File: src/rtl/keypad_emulator.sv
// ---------------------------------------------------------------------------
// keypad_emulator
//
// Synthesizable 4x4 keypad model. It responds to a row scanner the way a
// physical keypad would. A command "press key K for H cycles" closes one
// contact. While that contact is closed, the key's column line follows the
// key's row line.
//
// Optional feature macro: KEYPAD_EMU_BOUNCE_EN
//   defined   : PRESS and RELEASE each run a contact-bounce phase of
//               (BOUNCE_TOGGLES+1)*BOUNCE_PERIOD cycles.
//   undefined : PRESS and RELEASE are single clean cycles, and no bounce
//               logic is built.
//
// Ports
//   i_clk        system clock
//   i_reset      synchronous, active-high reset
//   i_cmd_valid  command present
//   o_cmd_ready  command can be accepted (high only in IDLE)
//   i_cmd_key    key code: row = [3:2], col = [1:0]
//   i_cmd_hold   cycles the contact stays solidly closed (0 counts as 1)
//   i_row        row select from the scanner, active-high
//   o_col        column return, active-high
//   o_busy       high in any state other than IDLE
//   o_done       one-cycle pulse during the last GAP cycle
// ---------------------------------------------------------------------------
module keypad_emulator #(
    parameter int unsigned HOLD_W         = 16,
    parameter int unsigned GAP_CYCLES     = 64,
    parameter int unsigned BOUNCE_PERIOD  = 4,
    parameter int unsigned BOUNCE_TOGGLES = 5
) (
    input  logic              i_clk,
    input  logic              i_reset,
    input  logic              i_cmd_valid,
    output logic              o_cmd_ready,
    input  logic [3:0]        i_cmd_key,
    input  logic [HOLD_W-1:0] i_cmd_hold,
    input  logic [3:0]        i_row,
    output logic [3:0]        o_col,
    output logic              o_busy,
    output logic              o_done
);

    // Reject parameter sets the timing scheme cannot represent.
    if (GAP_CYCLES < 1 || BOUNCE_PERIOD < 1 || (BOUNCE_TOGGLES % 2) == 0) begin : g_bad_params
        $error("keypad_emulator: GAP_CYCLES and BOUNCE_PERIOD must be >= 1, BOUNCE_TOGGLES odd");
    end

    localparam int unsigned GAP_W = (GAP_CYCLES > 1) ? $clog2(GAP_CYCLES) : 1;
    localparam logic [GAP_W-1:0] GAP_LAST = GAP_W'(GAP_CYCLES - 1);

`ifdef KEYPAD_EMU_BOUNCE_EN
    localparam int unsigned PCNT_W = (BOUNCE_PERIOD > 1) ? $clog2(BOUNCE_PERIOD) : 1;
    localparam int unsigned SEG_W  = $clog2(BOUNCE_TOGGLES + 1);
    localparam logic [PCNT_W-1:0] PCNT_LAST = PCNT_W'(BOUNCE_PERIOD - 1);
    localparam logic [SEG_W-1:0]  SEG_LAST  = SEG_W'(BOUNCE_TOGGLES);
    localparam logic [SEG_W-1:0]  SEG_TOG   = SEG_W'(BOUNCE_TOGGLES - 1);
`endif

    typedef enum logic [2:0] {
        ST_IDLE,
        ST_PRESS,
        ST_HOLD,
        ST_RELEASE,
        ST_GAP
    } state_t;

    state_t            r_state;
    logic              r_contact;
    logic              r_busy;
    logic              r_done;
    logic [3:0]        r_key;
    logic [HOLD_W-1:0] r_hold_len;
    logic [HOLD_W-1:0] r_hold_cnt;
    logic [GAP_W-1:0]  r_gap_cnt;
`ifdef KEYPAD_EMU_BOUNCE_EN
    logic [PCNT_W-1:0] r_pcnt;
    logic [SEG_W-1:0]  r_seg;
`endif

    always_ff @(posedge i_clk) begin
        if (i_reset) begin
            r_state    <= ST_IDLE;
            r_contact  <= 1'b0;
            r_busy     <= 1'b0;
            r_done     <= 1'b0;
            r_key      <= '0;
            r_hold_len <= '0;
            r_hold_cnt <= '0;
            r_gap_cnt  <= '0;
`ifdef KEYPAD_EMU_BOUNCE_EN
            r_pcnt     <= '0;
            r_seg      <= '0;
`endif
        end else begin
            case (r_state)
                ST_IDLE: begin
                    r_contact <= 1'b0;
                    r_done    <= 1'b0;
                    if (i_cmd_valid) begin
                        r_state    <= ST_PRESS;
                        r_busy     <= 1'b1;
                        r_key      <= i_cmd_key;
                        r_hold_len <= (i_cmd_hold == '0) ? HOLD_W'(1) : i_cmd_hold;
`ifdef KEYPAD_EMU_BOUNCE_EN
                        // The first bounce toggle is the initial closure itself.
                        r_contact  <= 1'b1;
                        r_pcnt     <= '0;
                        r_seg      <= '0;
`endif
                    end
                end

                ST_PRESS: begin
`ifdef KEYPAD_EMU_BOUNCE_EN
                    // Segments 0..T last one period each. A toggle happens at the
                    // start of segments 1..T-1, so the last two segments stay closed.
                    if (r_pcnt == PCNT_LAST) begin
                        r_pcnt <= '0;
                        if (r_seg == SEG_LAST) begin
                            r_state    <= ST_HOLD;
                            r_hold_cnt <= '0;
                        end else begin
                            r_seg <= r_seg + 1'b1;
                            if (r_seg < SEG_TOG) begin
                                r_contact <= ~r_contact;
                            end
                        end
                    end else begin
                        r_pcnt <= r_pcnt + 1'b1;
                    end
`else
                    r_contact  <= 1'b1;
                    r_state    <= ST_HOLD;
                    r_hold_cnt <= '0;
`endif
                end

                ST_HOLD: begin
                    if (r_hold_cnt == r_hold_len - 1'b1) begin
                        r_state   <= ST_RELEASE;
                        r_contact <= 1'b0;
`ifdef KEYPAD_EMU_BOUNCE_EN
                        r_pcnt    <= '0;
                        r_seg     <= '0;
`endif
                    end else begin
                        r_hold_cnt <= r_hold_cnt + 1'b1;
                    end
                end

                ST_RELEASE: begin
`ifdef KEYPAD_EMU_BOUNCE_EN
                    // Mirror of PRESS. Entry opened the contact, and the last two
                    // segments stay open.
                    if (r_pcnt == PCNT_LAST) begin
                        r_pcnt <= '0;
                        if (r_seg == SEG_LAST) begin
                            r_state   <= ST_GAP;
                            r_gap_cnt <= '0;
                            r_done    <= (GAP_LAST == '0);
                        end else begin
                            r_seg <= r_seg + 1'b1;
                            if (r_seg < SEG_TOG) begin
                                r_contact <= ~r_contact;
                            end
                        end
                    end else begin
                        r_pcnt <= r_pcnt + 1'b1;
                    end
`else
                    r_state   <= ST_GAP;
                    r_gap_cnt <= '0;
                    r_done    <= (GAP_LAST == '0);
`endif
                end

                ST_GAP: begin
                    r_contact <= 1'b0;
                    if (r_gap_cnt == GAP_LAST) begin
                        r_state <= ST_IDLE;
                        r_busy  <= 1'b0;
                        r_done  <= 1'b0;
                    end else begin
                        r_gap_cnt <= r_gap_cnt + 1'b1;
                        // Register done so that it is high during the final GAP cycle.
                        r_done    <= ((r_gap_cnt + 1'b1) == GAP_LAST);
                    end
                end

                default: begin
                    r_state   <= ST_IDLE;
                    r_busy    <= 1'b0;
                    r_done    <= 1'b0;
                    r_contact <= 1'b0;
                end
            endcase
        end
    end

    // The column follows the scanned row live, but only for the latched key.
    always_comb begin
        o_col = '0;
        if (r_contact && i_row[r_key[3:2]]) begin
            o_col[r_key[1:0]] = 1'b1;
        end
    end

    assign o_cmd_ready = ~r_busy;
    assign o_busy      = r_busy;
    assign o_done      = r_done;

endmodule

File: config.mk
export PLATFORM = sky130hd
export DESIGN_NAME = keypad_emulator
export DESIGN_NICKNAME = d
export VERILOG_FILES = /design/src/rtl/keypad_emulator.sv
export SDC_FILE = /design/constraint.sdc
export NUM_CORES = 1
export LEC_CHECK = 0
export ABC_CLOCK_PERIOD_IN_PS = 2570
export CORE_MARGIN = 1
export CORE_UTILIZATION = 50
export CTS_BUF_LIST = sky130_fd_sc_hd__clkbuf_2
export CTS_CLUSTER_DIAMETER = 60
export CTS_CLUSTER_SIZE = 14
export DETAILED_ROUTE_END_ITERATION = 16
export MAX_ROUTING_LAYER = met4
export PLACE_DENSITY = 0.76
export REMOVE_ABC_BUFFERS = 1
export SLEW_MARGIN = 20
export SYNTH_ARGS = -nofsm -noshare
export SYNTH_HDL_FRONTEND = slang
export SYNTH_SLANG_ARGS = --single-unit
File: constraint.sdc
create_clock -name i_clk -period 2.57 [get_ports i_clk]
set_clock_uncertainty 0.15 [all_clocks]
set_input_delay 0.3855 -clock i_clk [delete_from_list [all_inputs] [get_ports i_clk]]
set_output_delay 0.3855 -clock i_clk [all_outputs]
set_load 0.02 [all_outputs]
=== After elaboration in Yosys (flattened, before gate mapping) ===
Cells that the tools add are included.

* Input port bits: 27
* Logic and storage cells: 64
* Register bits: 48
* Output and inout port bits: 7

* Reductions and logical operators: 14
* Multiplexer cells: 21
* Eq/ne operators: 12
* Bitwise operators: 3
* Order comparisons: 3
* Add/sub/neg operators: 3

{| class="wikitable"
|+ Operator list
! kind !! number
|-
| 16-bit 2-to-1 mux || 2
|-
| 16-bit case mux with 2 select lines || 1
|-
| 16-bit by 1-bit adder with 16-bit output, second input constant || 1
|-
| 16-bit equality test || 1
|-
| 16-bit zero test || 1
|-
| 16-bit by 1-bit subtractor with 16-bit output, second input constant || 1
|-
| 3-bit case mux with 5 select lines || 1
|-
| 6-bit equality test, second input constant || 2
|-
| 6-bit case mux with 2 select lines || 1
|-
| 2-bit != test, second input constant || 5
|-
| 3-bit 2-to-1 mux || 3
|-
| 2-bit AND reduction || 4
|-
| 6-bit by 1-bit adder with 6-bit output, second input constant || 1
|-
| 3-bit by 2-bit equality test with 1-bit output, second input constant || 2
|-
| 2-bit by 3-bit < comparator with 1-bit output, second input constant || 2
|-
| 1-bit 2-to-1 mux || 6
|-
| 6-bit 2-to-1 mux || 1
|-
| 1-bit case mux with 3 select lines || 2
|-
| 3-bit AND reduction || 2
|-
| 4-bit 2-to-1 mux || 1
|-
| 2-bit nonzero test || 2
|-
| 3-bit by 1-bit equality test with 1-bit output, second input constant || 1
|-
| 3-bit equality test, second input constant || 1
|-
| 3-bit zero test || 1
|-
| other kinds (8) || 11
|}

=== Longest topological paths before layout ===
Gate-level depths: netlist (run 1).

* Depth in word-level cells: 5
* Gate-level depth with buffers: 11
* Mapped depth without buffers: 10

=== Least setup slack after synthesis (run 1) ===
No wires, ideal clock.

* Path kind: register to register
* Start: reg r_hold_len[0]
* End: reg r_hold_cnt[0]
* Cell stages (with the launch flop): 12
* Buffers on the path: 1
* Setup slack: -239 ps
* Arrival time: 2,587 ps
* Clock period less this slack: 2,809 ps
* Cells stage by stage: dfxtp_1 > inv_1 > ha_1 > or3b_2 > nor4_4 > mux2i_1 > mux2i_1 > o21ai_2 > o21ai_2 > buf_2 > nor3_1 > mux2i_1

* Word-level cells in the longest chain between the ends: 4

{| class="wikitable"
|+ RTL lines
! element !! line !! RTL
|-
| start: declaration || 74 || <nowiki>logic [HOLD_W-1:0] r_hold_len;</nowiki>
|-
| start signal: assignment || 105 || <nowiki>r_hold_len <= (i_cmd_hold == '0) ? HOLD_W'(1) : i_cmd_hold;</nowiki>
|-
| 16-bit by 1-bit subtractor with 16-bit output || 141 || <nowiki>if (r_hold_cnt == r_hold_len - 1'b1) begin</nowiki>
|-
| 16-bit equality test || 141 ||
|-
| 2-bit != test (no source line) || -- ||
|-
| 2-bit AND reduction (no source line) || -- ||
|-
| end signal: assignment || 149 || <nowiki>r_hold_cnt <= r_hold_cnt + 1'b1;</nowiki>
|-
| end: declaration || 75 || <nowiki>logic [HOLD_W-1:0] r_hold_cnt;</nowiki>
|}

No other way between the ends.
A chain may end at the register's enable or synchronous reset.

=== Final worst setup path (run 1) ===
* Start: reg r_hold_len[7]
* End: reg r_hold_cnt[14]

Same word-level chain as after synthesis.

==> results.cfg, run 1 <==
[outcome]
run_status = finished, violations left
violated_checks = setup timing

[clock_tree]
clk_transition_reported_paths_ns = 0.25
cts_max_level = 2
cts_buffer_depth = 2
clock_latency_ns = 0.45
cts.sink_count = 48
cts_tree = yes
clock-root-buffer = sky130_fd_sc_hd__clkbuf_2
tritoncts.num_buffers = 5
total_of_hold_buffers_inserted_after_clock_tree_synthesis = 0

[global_routing]
grt_first_pass_wirelength_um = 12300
grt_antenna_before_repair = 0
grt_pass1_vias = 2701
grt_start_max_net_pins = 25
overall_overflow_remaining_after_global_route = 0
grtUsageTotal = 0.261

[final_layout]
num_antenna_cells = 0
most-common-layout-cells = 56 x sky130_fd_sc_hd__nand2_1, 44 x sky130_fd_sc_hd__dfxtp_1, 32 x sky130_fd_sc_hd__buf_4
mostFrequentLayoutCell = sky130_fd_sc_hd__nand2_1
area_overhead_of_the_layout_relative_to_synthesis_pct = 33.6
design.final.nets = 457
layout-drive-gt1-share = 0.213
layout.filler_cells = 438
layout.cells.non_filler = 499
fin_util = 0.689

[die]
floorplan.initialDensity = 0.516
design.die.area_mm2 = 0.00599
ioPinCount = 34
core_region_area_mm2 = 0.00551
die_h_um = 77.4
fp-row-count = 27
chipWidth_um = 77.4

[yosys]
post_synth_cell_types = 47
mappedNetlistArea_mm2 = 0.00284
synthCells = 364
synthArstFlopShare = 0
dominantRegCellSynth = sky130_fd_sc_hd__dfxtp_1
ys_warn_count = 0
synth_enable_flop_cells = 0
synth_area_per_cell_um2 = 7.80
yosysSeqAreaShare = 0.338
ys_ff_latch = 48

[placed_design]
post-place-ws_ns = -0.359
place_hpwl_um = 5070
place_inst = 480
portBuffers = 33
globalplace.congestion = 0.849

[power_and_ir_drop]
comb_power_share = 0.347
worst_ir_drop_vdd_mv = 0.254
switchingPower_uw = 585
tot_pwr_uw = 1730
power-per-cell-area_mw_per_mm2 = 456
leakagePower_uw = 0.00143
internal_power_uw = 1140
sw_frac_of_total = 0.338
share_seq_of_total_power = 0.469
pwr-share-clk = 0.184

[critical_path]
timing.setup.critical_path_class = flip-flop to flip-flop
crit_path_max_fanout = 4
worst_path_max_delay_cell = sky130_fd_sc_hd__or4_4
crit-reg2reg-launch = r_hold_len[7]
crit_chain = or4_4 -> buf_4 -> nor3_4 -> a32oi_1 -> and3_1 -> nand4_1 -> buf_6 -> o21ai_4 -> buf_6 -> or4_1 -> a21oi_2
crit_path_end_kind = flip-flop
cp_num_buf_inv = 3
longest_individual_stage_delay_on_the_worst_path_ns = 0.56
worst_ep_arrival_time_ns = 3.13
cp_top_family = simple AND/OR/NAND/NOR gates
critPathRequiredTime_ns = 2.83
critPathLaunchType = flip-flop
crit_start = r_hold_len[7]
critPathMostFrequentCell = sky130_fd_sc_hd__buf_6

[drt]
dr_total_vias = 3022
drtIter0Drc = 318
post_drt_wl_per_cell_um = 16.0
postRouteAntennaNets = 0
wirelength_um = 7970
drt_pre_antenna_iters = 5
post-route-drc-count = 0
avgViaCountPerCell = 6.06

[sta]
slew_viol_final = 0
worst_slack_ns = -0.298
max-slew-margin-rel = 0.320
setup_viol_count_final = 18
max_freq_mhz = 349
timing.final.crit_share = 1.12
worst_slew_pin_slew_ns = 1.02
finalHoldViolCount = 0
unrepaired_setup_endpoints_after_global_routing = true
period_minus_slack_ns = 2.87

[flow_run]
drv.max_cap_violation_count = 0

[hold_path]
hold_class = primary input to flip-flop
worst_hold_launch = i_cmd_key[2]
synthesized netlist by cell type, types with 2 or more instances:
cell                        instances  area (µm²)
sky130_fd_sc_hd__nand2_1           57         214
sky130_fd_sc_hd__buf_2              3        15.0
sky130_fd_sc_hd__xnor2_1           16         140
sky130_fd_sc_hd__o211ai_1           4        30.0
sky130_fd_sc_hd__nor3b_1            4        30.0
sky130_fd_sc_hd__a221oi_1           2        17.5
sky130_fd_sc_hd__a211oi_1           2        15.0
sky130_fd_sc_hd__o21ai_2            2        17.5
sky130_fd_sc_hd__o21ai_0            9        45.0
sky130_fd_sc_hd__inv_1              8        30.0
sky130_fd_sc_hd__a31oi_1            3        18.8
sky130_fd_sc_hd__nand4b_1           2        17.5
sky130_fd_sc_hd__a21oi_1           30         150
sky130_fd_sc_hd__o22ai_1            2        12.5
sky130_fd_sc_hd__o2111ai_1          3        26.3
sky130_fd_sc_hd__nor2b_1            5        31.3
sky130_fd_sc_hd__o31ai_1            3        22.5
sky130_fd_sc_hd__nor2_1            25        93.8
sky130_fd_sc_hd__or4_1              5        37.5
sky130_fd_sc_hd__nand2b_1           4        25.0
sky130_fd_sc_hd__dfxtp_1           48         961
sky130_fd_sc_hd__xor2_1            10        87.6
sky130_fd_sc_hd__nor4_1             9        56.3
sky130_fd_sc_hd__nand4_1            8        50.1
sky130_fd_sc_hd__or2_2              3        18.8
sky130_fd_sc_hd__and3_1            10        62.6
sky130_fd_sc_hd__nand3_1           13        65.1
sky130_fd_sc_hd__mux2i_1           12         120
sky130_fd_sc_hd__or3_1             11        68.8
sky130_fd_sc_hd__and2_1             3        18.8
sky130_fd_sc_hd__a41oi_1            2        17.5
sky130_fd_sc_hd__clkbuf_1          15        56.3
sky130_fd_sc_hd__a32oi_1            2        17.5
sky130_fd_sc_hd__nor3_1            13        65.1
sky130_fd_sc_hd__ha_1               4        50.1
per-layer routing:
metal  GRT usage  share of wire  vias to the layer above
met1       0.329           0.43                     1427
li1            -              -                     1440
met4       0.115          0.034                        0
met3      0.0447          0.047                       31
met2       0.410           0.49                      124
met5           -              0                        -
path summary, 6_finish.rpt:
path	to	slack, ns	depth (start not counted)
worst min register to register	r_key[3]	0.33	2
worst max register to register	r_hold_cnt[14]	-0.30	11
worst max-delay path	r_hold_cnt[14]	-0.30	11
worst min-delay path	r_key[2]	0.32	3
logic make-up (layout without fill, tap and decap cells):
family / Yosys count / count (layout) / synth area share
AOI/OAI and AO/OA: 69 / 69 / 0.152
DFF: 48 / 48 / 0.338
and+or+nand+nor: 177 / 177 / 0.322
xor gates and xnor gates: 26 / 26 / 0.0802
adders and majority gates: 4 / 4 / 0.0176
buffers and inverters: 27 / 90 / 0.0396
muxes: 13 / 13 / 0.0502
area by class of cell:
class / count / area (µm²) / share of cell area
multi-input cells: 289 / 2000 / 0.528
clock buffers: 5 / 25.0 / 0.00659
repair buffers: 74 / 667 / 0.176
flip-flops and latches: 48 / 966 / 0.255
clock inverters: 3 / 13.8 / 0.00363
inverters: 8 / 30.0 / 0.00791
well taps: 72 / 90.1 / 0.0237
per-stage QoR:
stage / TNS, ns / hold WS [ns] / area [µm²]
2_1_floorplan: -2.13 / 0.285 / 2760
3_3_place_gp: -2.65 / 0.301 / 3400
3_5_place_dp: -3.80 / 0.307 / 3400
4_1_cts: -2.57 / 0.306 / 3590
5_1_grt: -4.62 / 0.316 / 3790
6_report: -2.91 / 0.318 / 3790
what timing repair did:
item                                    CTS  global route
buffers inserted                          8             7
pin swaps                                19            19
endpoints found under the setup margin   22            18
resized for setup                        34            33
power by group through the flow:
stage / clock [µW] / combinational (µW) / sequential, µW
after floorplan: 0 / 251 / 828
final: 318 / 600 / 810
after detailed placement: 0 / 453 / 820
after CTS: 320 / 498 / 808
after global routing: 356 / 642 / 816
after global placement: 0 / 446 / 819
worst reg2reg max path: cells and delay by family, from the launching register on:
| kind | cells | cell delay, ns |
|---|---|---|
| flip-flops | 1 | 0.37 |
| AO/OA/AOI/OAI | 3 | 0.38 |
| AND/OR/NAND/NOR | 5 | 1.50 |
| buffers and inverters | 3 | 0.44 |
registers in the layout (all words and copies together), names as in the netlist:
name,flops
o_busy,1
r_gap_cnt,6
r_contact,1
o_done,1
r_hold_cnt,16
r_hold_len,16
r_state,3
r_key,4
No activity file was read; power rests on OpenSTA's default activity.
==> run 2: changes to the inputs <==
--- a/config.mk
+++ b/config.mk
@@ -15,6 +15,7 @@
 export MAX_ROUTING_LAYER = met4
 export PLACE_DENSITY = 0.76
 export REMOVE_ABC_BUFFERS = 1
+export SKIP_LAST_GASP = 1
 export SLEW_MARGIN = 20
 export SYNTH_ARGS = -nofsm -noshare
 export SYNTH_HDL_FRONTEND = slang
==> constraint.sdc (replaced) <==
create_clock -name i_clk -period 2.57 [get_ports i_clk]
set_clock_uncertainty 0.15 [all_clocks]
set_input_delay 0.257 -clock i_clk [delete_from_list [all_inputs] [get_ports i_clk]]
set_output_delay 0.257 -clock i_clk [all_outputs]
set_load 0.02 [all_outputs]
==> results.cfg, run 2 (same netlist as run 1, synthesis figures left out) <==
[power_and_ir_drop]
power-per-cell-area_mw_per_mm2 = 476
worst_ir_drop_vdd_mv = 0.296
leakagePower_uw = 0.00148
tot_pwr_uw = 1790

[die]
fp-row-count = 27
chipWidth_um = 77.4
core_region_area_mm2 = 0.00551
die_h_um = 77.4
floorplan.initialDensity = 0.516
ioPinCount = 34
design.die.area_mm2 = 0.00599

[clock_tree]
total_of_hold_buffers_inserted_after_clock_tree_synthesis = 0
clock_latency_ns = 0.47
clk_transition_reported_paths_ns = 0.30
clock-root-buffer = sky130_fd_sc_hd__clkbuf_2
cts.sink_count = 48
tritoncts.num_buffers = 5
cts_tree = yes
cts_buffer_depth = 2
cts_max_level = 2

[critical_path]
worst_path_max_delay_cell = sky130_fd_sc_hd__dfxtp_1
critPathRequiredTime_ns = 2.83
cp_top_family = simple AND/OR/NAND/NOR gates
critPathMostFrequentCell = sky130_fd_sc_hd__and3_1
critPathLaunchType = flip-flop
longest_individual_stage_delay_on_the_worst_path_ns = 0.59
cp_num_buf_inv = 0
timing.setup.critical_path_class = flip-flop to flip-flop
crit_chain = and3_1 -> and2_1 -> and3_1 -> and3_1 -> and3_1 -> nand2_1 -> or4_1 -> a21oi_1
crit_start = r_hold_cnt[3]
crit-reg2reg-launch = r_hold_cnt[3]
crit_path_end_kind = flip-flop
worst_ep_arrival_time_ns = 3.00
crit_path_max_fanout = 7

[hold_path]
worst_hold_launch = i_cmd_key[2]
hold_class = primary input to flip-flop

[placed_design]
place_inst = 480
place_hpwl_um = 5000
globalplace.congestion = 0.852
portBuffers = 33
placedInstanceArea_mm2 = 0.00340

[final_layout]
num_antenna_cells = 0
design.final.nets = 454
most-common-layout-cells = 56 x sky130_fd_sc_hd__nand2_1, 43 x sky130_fd_sc_hd__dfxtp_1, 31 x sky130_fd_sc_hd__buf_4
layout.cells.non_filler = 496
layout_top_registers = r_hold_cnt (16), r_hold_len (16), r_gap_cnt (6)
layout-drive-gt1-share = 0.200
final_area_mm2 = 0.00376
mostFrequentLayoutCell = sky130_fd_sc_hd__nand2_1
area_overhead_of_the_layout_relative_to_synthesis_pct = 32.6
fin_util = 0.684

[sta]
unrepaired_setup_endpoints_after_global_routing = true
max-slew-margin-rel = 0.299
fin_worst_hold_slack_ns = 0.182
setup_viol_count_final = 17
finalHoldViolCount = 0
period_minus_slack_ns = 2.74
slew_viol_final = 0
max_freq_mhz = 365
worst_slew_pin_slew_ns = 1.05
worst_slack_ns = -0.171
timing.final.crit_share = 1.07

[global_routing]
grtUsageTotal = 0.264
grt_start_max_net_pins = 25
grt_antenna_before_repair = 0
grt_first_pass_wirelength_um = 12300
overall_overflow_remaining_after_global_route = 0
grt_pass1_vias = 2734

[drt]
drt_pre_antenna_iters = 4
dr_total_vias = 2918
drtIter0Drc = 255
avgViaCountPerCell = 5.88
postRouteAntennaNets = 0
post_drt_wl_per_cell_um = 14.9
wirelength_um = 7410
post-route-drc-count = 0

[outcome]
run_status = finished, violations left
violated_checks = setup timing

[flow_run]
drv.max_cap_violation_count = 0
run 2: changes by cell type in the layout (fill, tap and decap cells not counted), moves of 2 or more:
cell                             before  now
sky130_fd_sc_hd__clkinv_4             0    2
sky130_fd_sc_hd__dlygate4sd2_1        4    0
sky130_fd_sc_hd__a21oi_1             28   30
sky130_fd_sc_hd__o21ai_1              0    2
sky130_fd_sc_hd__nor3_2               0    2
sky130_fd_sc_hd__buf_6                9    6
sky130_fd_sc_hd__clkinv_2             2    0
sky130_fd_sc_hd__a21oi_2              2    0
sky130_fd_sc_hd__dlymetal6s2s_1       0    3
run 2: through the flow:
stage | setup TNS (ns) | setup WS [ns]
after floorplan | -2.13 | -0.307
after global placement | -2.62 | -0.233
after detailed placement | -3.59 | -0.326
after CTS | -1.50 | -0.144
after global routing | -4.39 | -0.320
final | -1.70 | -0.171
run 2: worst paths after layout:
kind | end | slack (ns) | cells after the start
setup reg to reg | r_hold_cnt[14] | -0.17 | 8
hold / removal | r_key[2] | 0.18 | 3
setup / recovery | r_hold_cnt[14] | -0.17 | 8
hold reg to reg | r_key[3] | 0.33 | 2
run 2: per-layer routing:
metal,track usage,vias to the layer above,wire (µm)
li1,-,1434,-
met1,0.326,1388,3250
met2,0.424,85,3720
met3,0.0435,11,343
met4,0.113,0,90
met5,-,-,0
run 2: worst register-to-register path, cell delays in order, from the launching register on:
cell                      delay [ns]
sky130_fd_sc_hd__dfxtp_1        0.59
sky130_fd_sc_hd__and3_1         0.26
sky130_fd_sc_hd__and2_1         0.20
sky130_fd_sc_hd__and3_1         0.25
sky130_fd_sc_hd__and3_1         0.23
sky130_fd_sc_hd__and3_1         0.25
sky130_fd_sc_hd__nand2_1        0.10
sky130_fd_sc_hd__or4_1          0.51
sky130_fd_sc_hd__a21oi_1        0.14
run 2: final cells by class:
class / instances / area (µm²)
Sequential cell: 48 / 967
Timing Repair Buffer: 70 / 638
Clock buffer: 5 / 25.0
Clock inverter: 3 / 47.5
Fill cell: 437 / 1740
Inverter: 8 / 30.0
Tap cell: 72 / 90.1
Multi-Input combinational cell: 290 / 1970
run 2: what timing repair did:
action / 4_1_cts / 5_1_grt
endpoints found under the setup margin: 18 / 22
gates cloned: 1 / 0
buffers inserted: 5 / 5
pin swaps: 22 / 13
gates resized for setup: 32 / 22
run 2: where the power goes:
part | internal [µW] | total (µW) | switching, µW
clock network | 168 | 441 | 272
registers | 778 | 810 | 31.4
logic | 275 | 541 | 266
total | 1220 | 1790 | 570
